`src/rtl/mbist_pkg.sv`:
```
// Shared types and March C- element tables for the SRAM BIST controller.
package mbist_pkg;

  localparam int ERR_CNT_W = 8;

  typedef enum logic [2:0] {M0, M1, M2, M3, M4, M5} march_elem_e;
  typedef enum logic {OP_W = 1'b0, OP_R = 1'b1} op_e;
  typedef enum logic [1:0] {IDLE, RUN, DRAIN, DONE} ctrl_state_e;

  // Bit i describes element Mi: 1 = ascending / background all-ones.
  localparam logic [7:0] ELEM_UP  = 8'b0010_0111;
  localparam logic [7:0] ELEM_RBG = 8'b0001_0100;
  localparam logic [7:0] ELEM_WBG = 8'b0000_1010;

  typedef struct packed {
    ctrl_state_e state;
    march_elem_e elem;
    op_e         op;
    logic        first;
  } mbist_dbg_t;

  function automatic march_elem_e next_elem(march_elem_e e);
    return march_elem_e'(e + 3'd1);
  endfunction

endpackage

```
`src/rtl/mbist_march_ctrl_if.sv`:
```
// Single-port SRAM bus: address/data/we out, registered read data back.
// No handshake: one op per cycle, ramout is valid the cycle after its address.
interface mbist_march_ctrl_if #(
  parameter int ADDR_W = 8,
  parameter int DATA_W = 8
);
  logic [ADDR_W-1:0] ramaddr;
  logic [DATA_W-1:0] ramin;
  logic              we;
  logic [DATA_W-1:0] ramout;

  modport master (output ramaddr, output ramin, output we, input ramout);
  modport slave  (input ramaddr, input ramin, input we, output ramout);
endinterface

```
`src/rtl/mbist_addr_gen.sv`:
```
// Loadable up/down address counter with first/last flags for the current direction.
module mbist_addr_gen #(
  parameter int ADDR_W = 8
) (
  input  logic              clk,
  input  logic              rst,
  input  logic              load_up,
  input  logic              load_down,
  input  logic              step,
  output logic [ADDR_W-1:0] addr,
  output logic              first,
  output logic              last
);

  logic up;

  always_ff @(posedge clk) begin
    if (rst) begin
      addr <= '0;
      up   <= 1'b1;
    end else if (load_up) begin
      addr <= '0;
      up   <= 1'b1;
    end else if (load_down) begin
      addr <= '1;
      up   <= 1'b0;
    end else if (step) begin
      addr <= up ? addr + 1'b1 : addr - 1'b1;
    end
  end

  assign first = up ? (addr == '0) : (addr == '1);
  assign last  = up ? (addr == '1) : (addr == '0);

endmodule

```
`src/rtl/mbist_march_ctrl.sv`:
```
// March C- BIST controller: sequences the SRAM through M0..M5, checks reads,
// records the first failure and a saturating error count; idle = functional pass-through.
module mbist_march_ctrl
  import mbist_pkg::*;
#(
  parameter int ADDR_W = 8,
  parameter int DATA_W = 8
) (
  input  logic                 clk,
  input  logic                 rst,
  input  logic                 start,
  input  logic [ADDR_W-1:0]    func_addr,
  input  logic [DATA_W-1:0]    func_wdata,
  input  logic                 func_we,
  mbist_march_ctrl_if.master   sram,
  output logic                 busy,
  output logic                 done,
  output logic                 fail,
  output logic [ADDR_W-1:0]    fail_addr,
  output logic [2:0]           fail_elem,
  output logic [DATA_W-1:0]    fail_rdata,
  output logic [ERR_CNT_W-1:0] err_cnt,
  output mbist_dbg_t           dbg
);

  ctrl_state_e       state;
  march_elem_e       elem;
  march_elem_e       elem_nx;
  op_e               phase;
  op_e               op;
  logic              start_q;
  logic [ADDR_W-1:0] gen_addr;
  logic              gen_first;
  logic              gen_last;
  logic              run, go, adv, elem_end;
  logic              load_up, load_down, step;
  logic [DATA_W-1:0] seq_wdata;

  logic              cmp_vld;
  logic [DATA_W-1:0] cmp_exp;
  logic [ADDR_W-1:0] cmp_addr;
  march_elem_e       cmp_elem;
  logic              mismatch;

  mbist_addr_gen #(.ADDR_W(ADDR_W)) u_addr_gen (
    .clk       (clk),
    .rst       (rst),
    .load_up   (load_up),
    .load_down (load_down),
    .step      (step),
    .addr      (gen_addr),
    .first     (gen_first),
    .last      (gen_last)
  );

  // M0 is write-only and M5 read-only; M1-M4 alternate read then write per address.
  always_comb begin
    run     = (state == RUN);
    go      = start_q && ((state == IDLE) || (state == DONE));
    elem_nx = next_elem(elem);
    op      = phase;
    if (elem == M0) op = OP_W;
    else if (elem == M5) op = OP_R;
    adv       = run && ((op == OP_W) || (elem == M5));
    elem_end  = adv && gen_last;
    load_up   = go || (elem_end && (elem != M5) && ELEM_UP[elem_nx]);
    load_down = elem_end && (elem != M5) && !ELEM_UP[elem_nx];
    step      = adv && !gen_last;
    seq_wdata = {DATA_W{ELEM_WBG[elem]}};
    mismatch  = cmp_vld && (sram.ramout != cmp_exp);
  end

  always_ff @(posedge clk) begin
    if (rst) begin
      state      <= IDLE;
      elem       <= M0;
      phase      <= OP_R;
      start_q    <= 1'b0;
      busy       <= 1'b0;
      done       <= 1'b0;
      fail       <= 1'b0;
      fail_addr  <= '0;
      fail_elem  <= '0;
      fail_rdata <= '0;
      err_cnt    <= '0;
      cmp_vld    <= 1'b0;
      cmp_exp    <= '0;
      cmp_addr   <= '0;
      cmp_elem   <= M0;
    end else begin
      start_q  <= start && ((state == IDLE) || (state == DONE)) && !start_q;
      cmp_vld  <= run && (op == OP_R);
      cmp_exp  <= {DATA_W{ELEM_RBG[elem]}};
      cmp_addr <= gen_addr;
      cmp_elem <= elem;

      if (mismatch) begin
        if (err_cnt != '1) err_cnt <= err_cnt + 1'b1;
        if (!fail) begin
          fail       <= 1'b1;
          fail_addr  <= cmp_addr;
          fail_elem  <= cmp_elem;
          fail_rdata <= sram.ramout;
        end
      end

      case (state)
        IDLE, DONE: begin
          if (go) begin
            state      <= RUN;
            busy       <= 1'b1;
            done       <= 1'b0;
            fail       <= 1'b0;
            fail_addr  <= '0;
            fail_elem  <= '0;
            fail_rdata <= '0;
            err_cnt    <= '0;
            elem       <= M0;
            phase      <= OP_R;
          end
        end
        RUN: begin
          if ((elem != M0) && (elem != M5)) phase <= (phase == OP_R) ? OP_W : OP_R;
          if (elem_end) begin
            if (elem == M5) state <= DRAIN;
            else elem <= elem_nx;
          end
        end
        DRAIN: begin
          // The last M5 read is compared this cycle, so fail/err_cnt settle with done.
          state <= DONE;
          busy  <= 1'b0;
          done  <= 1'b1;
        end
        default: state <= IDLE;
      endcase
    end
  end

  assign sram.ramaddr = busy ? gen_addr : func_addr;
  assign sram.ramin   = busy ? seq_wdata : func_wdata;
  assign sram.we      = busy ? (run && (op == OP_W)) : func_we;

  assign dbg = '{state: state, elem: elem, op: op, first: gen_first};

endmodule

```
`src/flat_wrapper.sv`:
```
// flat-port wrapper written by rule: the top's interface ports become plain ports
module mbist_march_ctrl_flat import mbist_pkg::*;
#(
  parameter int ADDR_W = 8,
  parameter int DATA_W = 8
)
  (clk, rst, start, func_addr, func_wdata, func_we, busy, done, fail, fail_addr, fail_elem, fail_rdata, err_cnt, dbg, sram_ramaddr, sram_ramin, sram_we, sram_ramout);
  mbist_march_ctrl_if #(.ADDR_W(ADDR_W), .DATA_W(DATA_W)) sram_i ();
  input  logic clk;
  input  logic rst;
  input  logic start;
  input  logic [ADDR_W-1:0] func_addr;
  input  logic [DATA_W-1:0] func_wdata;
  input  logic func_we;
  output logic busy;
  output logic done;
  output logic fail;
  output logic [ADDR_W-1:0] fail_addr;
  output logic [2:0] fail_elem;
  output logic [DATA_W-1:0] fail_rdata;
  output logic [ERR_CNT_W-1:0] err_cnt;
  output mbist_dbg_t dbg;
  output wire logic [$bits(sram_i.ramaddr)-1:0] sram_ramaddr;
  output wire logic [$bits(sram_i.ramin)-1:0] sram_ramin;
  output wire logic [$bits(sram_i.we)-1:0] sram_we;
  input wire logic [$bits(sram_i.ramout)-1:0] sram_ramout;
  assign sram_ramaddr = sram_i.ramaddr;
  assign sram_ramin = sram_i.ramin;
  assign sram_we = sram_i.we;
  assign sram_i.ramout = sram_ramout;
  mbist_march_ctrl #(.ADDR_W(ADDR_W), .DATA_W(DATA_W)) u_core (.clk(clk), .rst(rst), .start(start), .func_addr(func_addr), .func_wdata(func_wdata), .func_we(func_we), .sram(sram_i), .busy(busy), .done(done), .fail(fail), .fail_addr(fail_addr), .fail_elem(fail_elem), .fail_rdata(fail_rdata), .err_cnt(err_cnt), .dbg(dbg));
endmodule
```
`config.mk`:
```
export PLATFORM = sky130hd
export DESIGN_NAME = mbist_march_ctrl_flat
export DESIGN_NICKNAME = d
export VERILOG_FILES = /design/src/rtl/mbist_pkg.sv /design/src/rtl/mbist_march_ctrl_if.sv /design/src/rtl/mbist_addr_gen.sv /design/src/rtl/mbist_march_ctrl.sv /design/src/flat_wrapper.sv
export SDC_FILE = /design/constraint.sdc
export NUM_CORES = 1
export LEC_CHECK = 0
export BUFFER_PORTS_ARGS = -buffer_cell sky130_fd_sc_hd__buf_2
export CORE_MARGIN = 2
export CORE_UTILIZATION = 55
export CTS_CLUSTER_DIAMETER = 60
export DETAILED_ROUTE_END_ITERATION = 8
export GPL_TIMING_DRIVEN = 0
export MAX_ROUTING_LAYER = met4
export PLACE_DENSITY = 0.88
export SYNTH_ARGS = -nofsm -noshare
export SYNTH_HDL_FRONTEND = slang
export SYNTH_SLANG_ARGS = --single-unit
```
`constraint.sdc`:
```
create_clock -name clk -period 4.3 [get_ports clk]
set_input_delay 0.215 -clock clk [delete_from_list [all_inputs] [get_ports clk]]
set_output_delay 0.215 -clock clk [all_outputs]
set_load 0.01 [all_outputs]
```
==> results.toml, run 1 <==
[clocking]
clock-sinks = 60
cts_setup_buffers = 0
clk_pin_slew_ns = 0.07
max-clock-path-buffers = 2
root_buffer = "clkbuf_8"
cts-htree-levels = 3
tritoncts = "yes"
cts_resized = 0
cts_buffers = 9
clkLatencyLatePin_ns = 0.35
cts_hold_buf = 0

[cells_and_area]
drive_gt1_frac = 0.2847
final_core_utilization = 0.7080
final_cell_area_um2 = 3616
num_antenna_cells = 0
stdcell_count = 488
fin_nets = 456
syn_to_final_growth_pct = 23.82

[synth]
ys_seq_area_frac = 0.4113
ys_warn_count = 0
synth-edff-count = 0
syn_avg_cell_area_um2 = 9.098
yosysTopAreaCell = "dfxtp_1"
synth.top_cell.area_share = 0.4113
synth.cell_area_um2 = 2920
synth-main-ff-cell = "dfxtp_1"
synth-seq-cells = 60
synth.most_common_cell = "dfxtp_1"
synthTopCellsByArea = "dfxtp_1, mux2i_1, ha_1, nor2_1, mux2_2"
ys_types = 49
netlist_top_cells_count = "dfxtp_1, nor2_1, mux2i_1"
synth_async_sr_flop_share = 0
netlist_instances = 321
synth_fp_nets = 364

[critical_path]
startpoint_type = "flip-flop"
path_delay_family = "compound AO/OA/AOI/OAI gates"
crit_buf_inv = 1
slowest_stage = "dfxtp_1"
path_cells = "inv_1 -> ha_1 -> a21oi_1 -> o211ai_1 -> o41ai_1 -> xnor2_1 -> o21ai_1 -> a211oi_1"
reg2regPathDepth = 8
critPathMaxFanout = 10
required_ns = 4.56
cp_num_cells = 8
reg2reg_slack_ns = 1.94
worstReg2RegStart = "u_core.u_addr_gen.up"
critical-path-max-stage-delay_ns = 0.43
end_kind = "flip-flop"
crit_type = "reg -> reg"
worst_ep_arrival_time_ns = 2.63
r2r-end = "u_core.u_addr_gen.addr[7]"

[die]
io_pins = 82
row_count = 26
coreArea_um2 = 5107
die_h_um = 76.87
die_w_um = 76.87
dieArea_um2 = 5908
initial_core_util = 0.5718

[sta]
worst_pin_slew_ns = 0.6581
holdWs_ns = 0.1268
finalHoldViolations = 0
slew_violations = 0
skew_ns = 0.01092
final.setup.tns_ns = 0
max_slew_margin = 0.5608
max_freq_mhz = 423.0
layout_setup_ws_ns = 1.936
setup_viol = 0
rsz0062_at_grt = "no"
fin_crit_ns = 2.364
fin_crit_sh = 0.5498

[hold_path]
hold_path_end = "u_core.start_q"
whs_path_depth = 2
hold_path.class = "in -> reg"
holdCritStartpoint = "start"

[placement]
placed_cell_area_um2 = 3413
placedCellCount = 472
numPortBuffers = 81
dp_hpwl_mm = 4.944
finalWeightedCongestion = 0.9130
dp_slack_ns = 2.010

[job]
drv_cap = 0

[grt]
grt_overflow = 0
grt_max_degree = 12
antenna_found_initial = 0
grt_pass1_vias = 2589
grt_first_pass_wirelength_mm = 11.62
track_usage = 0.2517

[power_and_ir_drop]
clkPwrFrac = 0.290
switching_share = 0.3497
combPwrFrac = 0.324
totalPowerFinal_mw = 1.771
p_switching_uw = 619.4
leakage_nw = 1.608
p_per_area_nw_per_um2 = 489.9
internal-power_mw = 1.152
ir_drop_mv = 0.4743
pwr-share-seq = 0.386

[drt]
drc = 0
dr.first_iter.drc_count = 103
wl_per_cell_um = 14.22
finalWirelength_mm = 6.937
viasPerCell = 5.412
antenna_left = 0
num_vias = 2641
first_pass_iters = 4

[status]
outcome = "completed"
-- sequential cells by signal, indices dropped and copies added, names as in the netlist, 2 cells and up --
signal / count
u_core.u_addr_gen.addr: 8
u_core.fail_elem: 3
u_core.state: 2
u_core.fail_addr: 8
u_core.err_cnt: 8
u_core.elem: 3
u_core.cmp_addr: 8
u_core.fail_rdata: 8
u_core.cmp_elem: 3
-- routing by layer --
layer	share of wire	global-route usage	vias to the layer above
li1	-	-	1312
met1	0.42	0.2778	1230
met2	0.50	0.4140	81
met3	0.059	0.07529	18
met4	0.027	0.1236	0
met5	0	-	-
-- area by class of cell --
type | count | area [um2]
tap | 70 | 87.58
timing repair buffer | 81 | 405.4
clock buffer | 11 | 141.4
sequential | 60 | 1201
clock inverter | 5 | 61.31
buffer | 14 | 66.31
inverter | 22 | 82.58
multi-input combinational | 225 | 1570
fill | 409 | 1491
-- power by group through the flow --
| stage | Combinational [mW] | Clock [mW] | Sequential (mW) |
|---|---|---|---|
| after global placement | 0.548 | 0 | 0.690 |
| after CTS | 0.573 | 0.517 | 0.682 |
| after global routing | 0.637 | 0.544 | 0.693 |
| after detailed placement | 0.566 | 0 | 0.694 |
| after floorplan | 0.412 | 0 | 0.679 |
| final | 0.574 | 0.514 | 0.683 |
-- worst max path at each step --
stage,endpoint,slack [ns],from
6_report,u_core.u_addr_gen.addr[7],1.94,u_core.u_addr_gen.up
5_1_grt,u_core.u_addr_gen.addr[7],1.72,u_core.u_addr_gen.up
4_1_cts,u_core.u_addr_gen.addr[7],1.96,u_core.u_addr_gen.up
3_5_place_dp,u_core.u_addr_gen.addr[7],2.01,u_core.u_addr_gen.up
3_3_place_gp,u_core.u_addr_gen.addr[7],2.10,u_core.u_addr_gen.up
2_1_floorplan,u_core.u_addr_gen.addr[6],2.28,u_core.u_addr_gen.up
-- cells by family after synthesis --
group	synth area share
muxes	0.1097
xor gates and xnor gates	0.02999
and+or+nand+nor	0.1860
DFF	0.4113
buffers and inverters	0.05098
AOI/OAI and AO/OA	0.1452
adders and majority gates	0.06684
-- placed cells by master, fill, tap and decap left out, types with 2 or more instances in the layout --
master	n
o21ai_1	3
a31oi_1	3
dfxtp_1	60
o21a_1	4
mux2i_1	23
or3_1	3
a21oi_1	14
o21ai_0	11
clkbuf_1	10
nor3b_1	3
inv_1	21
o221a_1	5
nand3_1	7
buf_2	83
or4_4	2
a21o_1	3
and3_1	5
clkinvlp_4	3
mux2_2	8
o21ai_2	2
xor2_1	3
xnor2_1	7
nand2b_1	3
nand2_1	16
nor2_1	42
or2_2	3
nor2b_1	8
buf_4	3
a311oi_1	5
nand4_1	4
ha_1	14
clkbuf_8	10
nor3_1	6
o31ai_1	2
No activity file was read; power rests on OpenSTA's default activity.
==> run 2, diff against run 1 <==
--- a/config.mk
+++ b/config.mk
@@ -7,12 +7,12 @@
 export LEC_CHECK = 0
 export BUFFER_PORTS_ARGS = -buffer_cell sky130_fd_sc_hd__buf_2
 export CORE_MARGIN = 2
-export CORE_UTILIZATION = 55
+export CORE_UTILIZATION = 52
 export CTS_CLUSTER_DIAMETER = 60
 export DETAILED_ROUTE_END_ITERATION = 8
 export GPL_TIMING_DRIVEN = 0
 export MAX_ROUTING_LAYER = met4
-export PLACE_DENSITY = 0.88
+export PLACE_DENSITY = 0.84
 export SYNTH_ARGS = -nofsm -noshare
 export SYNTH_HDL_FRONTEND = slang
 export SYNTH_SLANG_ARGS = --single-unit
==> constraint.sdc (replaced) <==
create_clock -name clk -period 2.4 [get_ports clk]
set_input_delay 0.12 -clock clk [delete_from_list [all_inputs] [get_ports clk]]
set_output_delay 0.12 -clock clk [all_outputs]
set_load 0.01 [all_outputs]
==> run 2 against run 1 <==
Effect of this change:
- largest cell class unchanged
- power increased by 83%
- global-route usage decreased by 2.4 points
- die area increased by 5.5%
- critical path type unchanged
- highest routed layer unchanged
- combinational power increased by 78%
==> results.toml, run 2 (synthesis gave the netlist of run 1 again) <==
[status]
outcome = "completed"

[critical_path]
end_kind = "flip-flop"
startpoint_type = "flip-flop"
required_ns = 2.64
critPathMaxFanout = 8
worst_ep_arrival_time_ns = 2.56
crit_type = "reg -> reg"

[sta]
slew_violations = 0
max_freq_mhz = 431.8
worst_pin_slew_ns = 0.6118
rsz0062_at_grt = "no"
finalHoldViolations = 0
max_slew_margin = 0.5917
fin_crit_sh = 0.9649
fin_crit_ns = 2.316
skew_ns = 0.006638
setup_viol = 0
final.setup.tns_ns = 0

[cells_and_area]
syn_to_final_growth_pct = 25.11
num_antenna_cells = 0
drive_gt1_frac = 0.2936
final_cell_mix = "buf_2, dfxtp_1, nor2_1"
final_common_cell = "buf_2"
fin_nets = 457
fillers = 475
final_cell_area_um2 = 3654
seqCellArea_um2 = 1202
multi_input_area_um2 = 1570

[die]
die_w_um = 78.94
die_h_um = 78.94
io_pins = 82
initial_core_util = 0.5336
row_count = 27
coreArea_um2 = 5473
dieArea_um2 = 6232

[clocking]
tritoncts = "yes"
clk_pin_slew_ns = 0.07
clkLatencyLatePin_ns = 0.33
root_buffer = "clkbuf_8"
cts_buffers = 9
max-clock-path-buffers = 2
clock-sinks = 60
cts-htree-levels = 3

[drt]
finalWirelength_mm = 6.608
wl_per_cell_um = 13.46
dr.first_iter.drc_count = 146
viasPerCell = 5.310
first_pass_iters = 6
num_vias = 2607
drc = 0
antenna_left = 0

[grt]
grt_max_degree = 13
met3_usage = 0.05682
antenna_found_initial = 0
met2_usage = 0.3778
track_usage = 0.2278
grt_overflow = 0
busiest_layer = "met2"
grt_pass1_vias = 2394
grt_first_pass_wirelength_mm = 11.02
grt_use_met1 = 0.2810

[job]
drv_cap = 0

[placement]
placed_cell_area_um2 = 3416
dp_hpwl_mm = 5.044
numPortBuffers = 81
finalWeightedCongestion = 0.8745

[power_and_ir_drop]
leakage_nw = 1.617
ir_drop_mv = 0.6302
p_per_area_nw_per_um2 = 889.5

[hold_path]
hold_path.class = "in -> reg"
## run 2: cell count changes in the layout (fill, tap and decap cells not counted), sizes merged
cell    delta
buf        +1
inv        -1
clkbuf     -2
clkinv     +2
bufinv     +1
## run 2: routing by layer
layer | up-vias | share of wire
met5 | - | 0
met2 | 75 | 0.51
met4 | 0 | 0.0073
met3 | 7 | 0.055
met1 | 1214 | 0.43
li1 | 1311 | -
## run 2: worst max-delay path, cell delays in order, from the launching register on
cell and delay [ns]:
dfxtp_2 0.41, clkinvlp_4 0.23, ha_1 0.34, a21oi_1 0.19, o211ai_1 0.17, o41ai_1 0.37, xnor2_1 0.19, o21ai_1 0.08
a211oi_1 0.25
## run 2: what timing repair did
action                     4_1_cts  5_1_grt
hold endpoints to repair         0        0
setup endpoints to repair        0        1
resized for setup                0        2
hold buffers                     0        0
setup buffers                    0        1
## run 2: area by class of cell
type / instances / share of cell area
Multi-Input combinational cell: 225 / 0.4298
Sequential cell: 60 / 0.3291
Timing Repair Buffer: 82 / 0.1130
Clock buffer: 9 / 0.03390
Clock inverter: 7 / 0.02774
Tap cell: 72 / 0.02466
Inverter: 22 / 0.02363
Buffer: 14 / 0.01815
## run 2: through the flow
stage	hold WS, ns	util	setup slack, ns	power [mW]	instances
finish	0.04523	0.6676	0.08419	3.250	491
global route	0.02924	0.6676	0.003316	3.452	491
CTS	0.02837	0.6653	0.06839	3.267	490
detailed placement	0.3917	0.6241	0.09517	2.257	474
global placement	0.3886	0.6241	0.1964	2.213	474
floorplan	0.1916	-	0.3751	1.955	321
## run 2: path summary, 6_finish.rpt
kind                                      startpoint  cells after the start  slack (ns)                        end
worst max register to register  u_core.u_addr_gen.up                      8        0.08  u_core.u_addr_gen.addr[7]
worst min register to register    u_core.cmp_addr[5]                      2        0.47        u_core.fail_addr[5]
worst max-delay path            u_core.u_addr_gen.up                      8        0.08  u_core.u_addr_gen.addr[7]
worst min-delay path                           start                      2        0.05             u_core.start_q
## run 2: power breakdown
part	total, mW	internal (mW)	leakage (nW)	switching [mW]
logic	1.02	0.454	1.03	0.563
clock network	1.01	0.589	0.106	0.419
registers	1.22	1.10	0.485	0.124
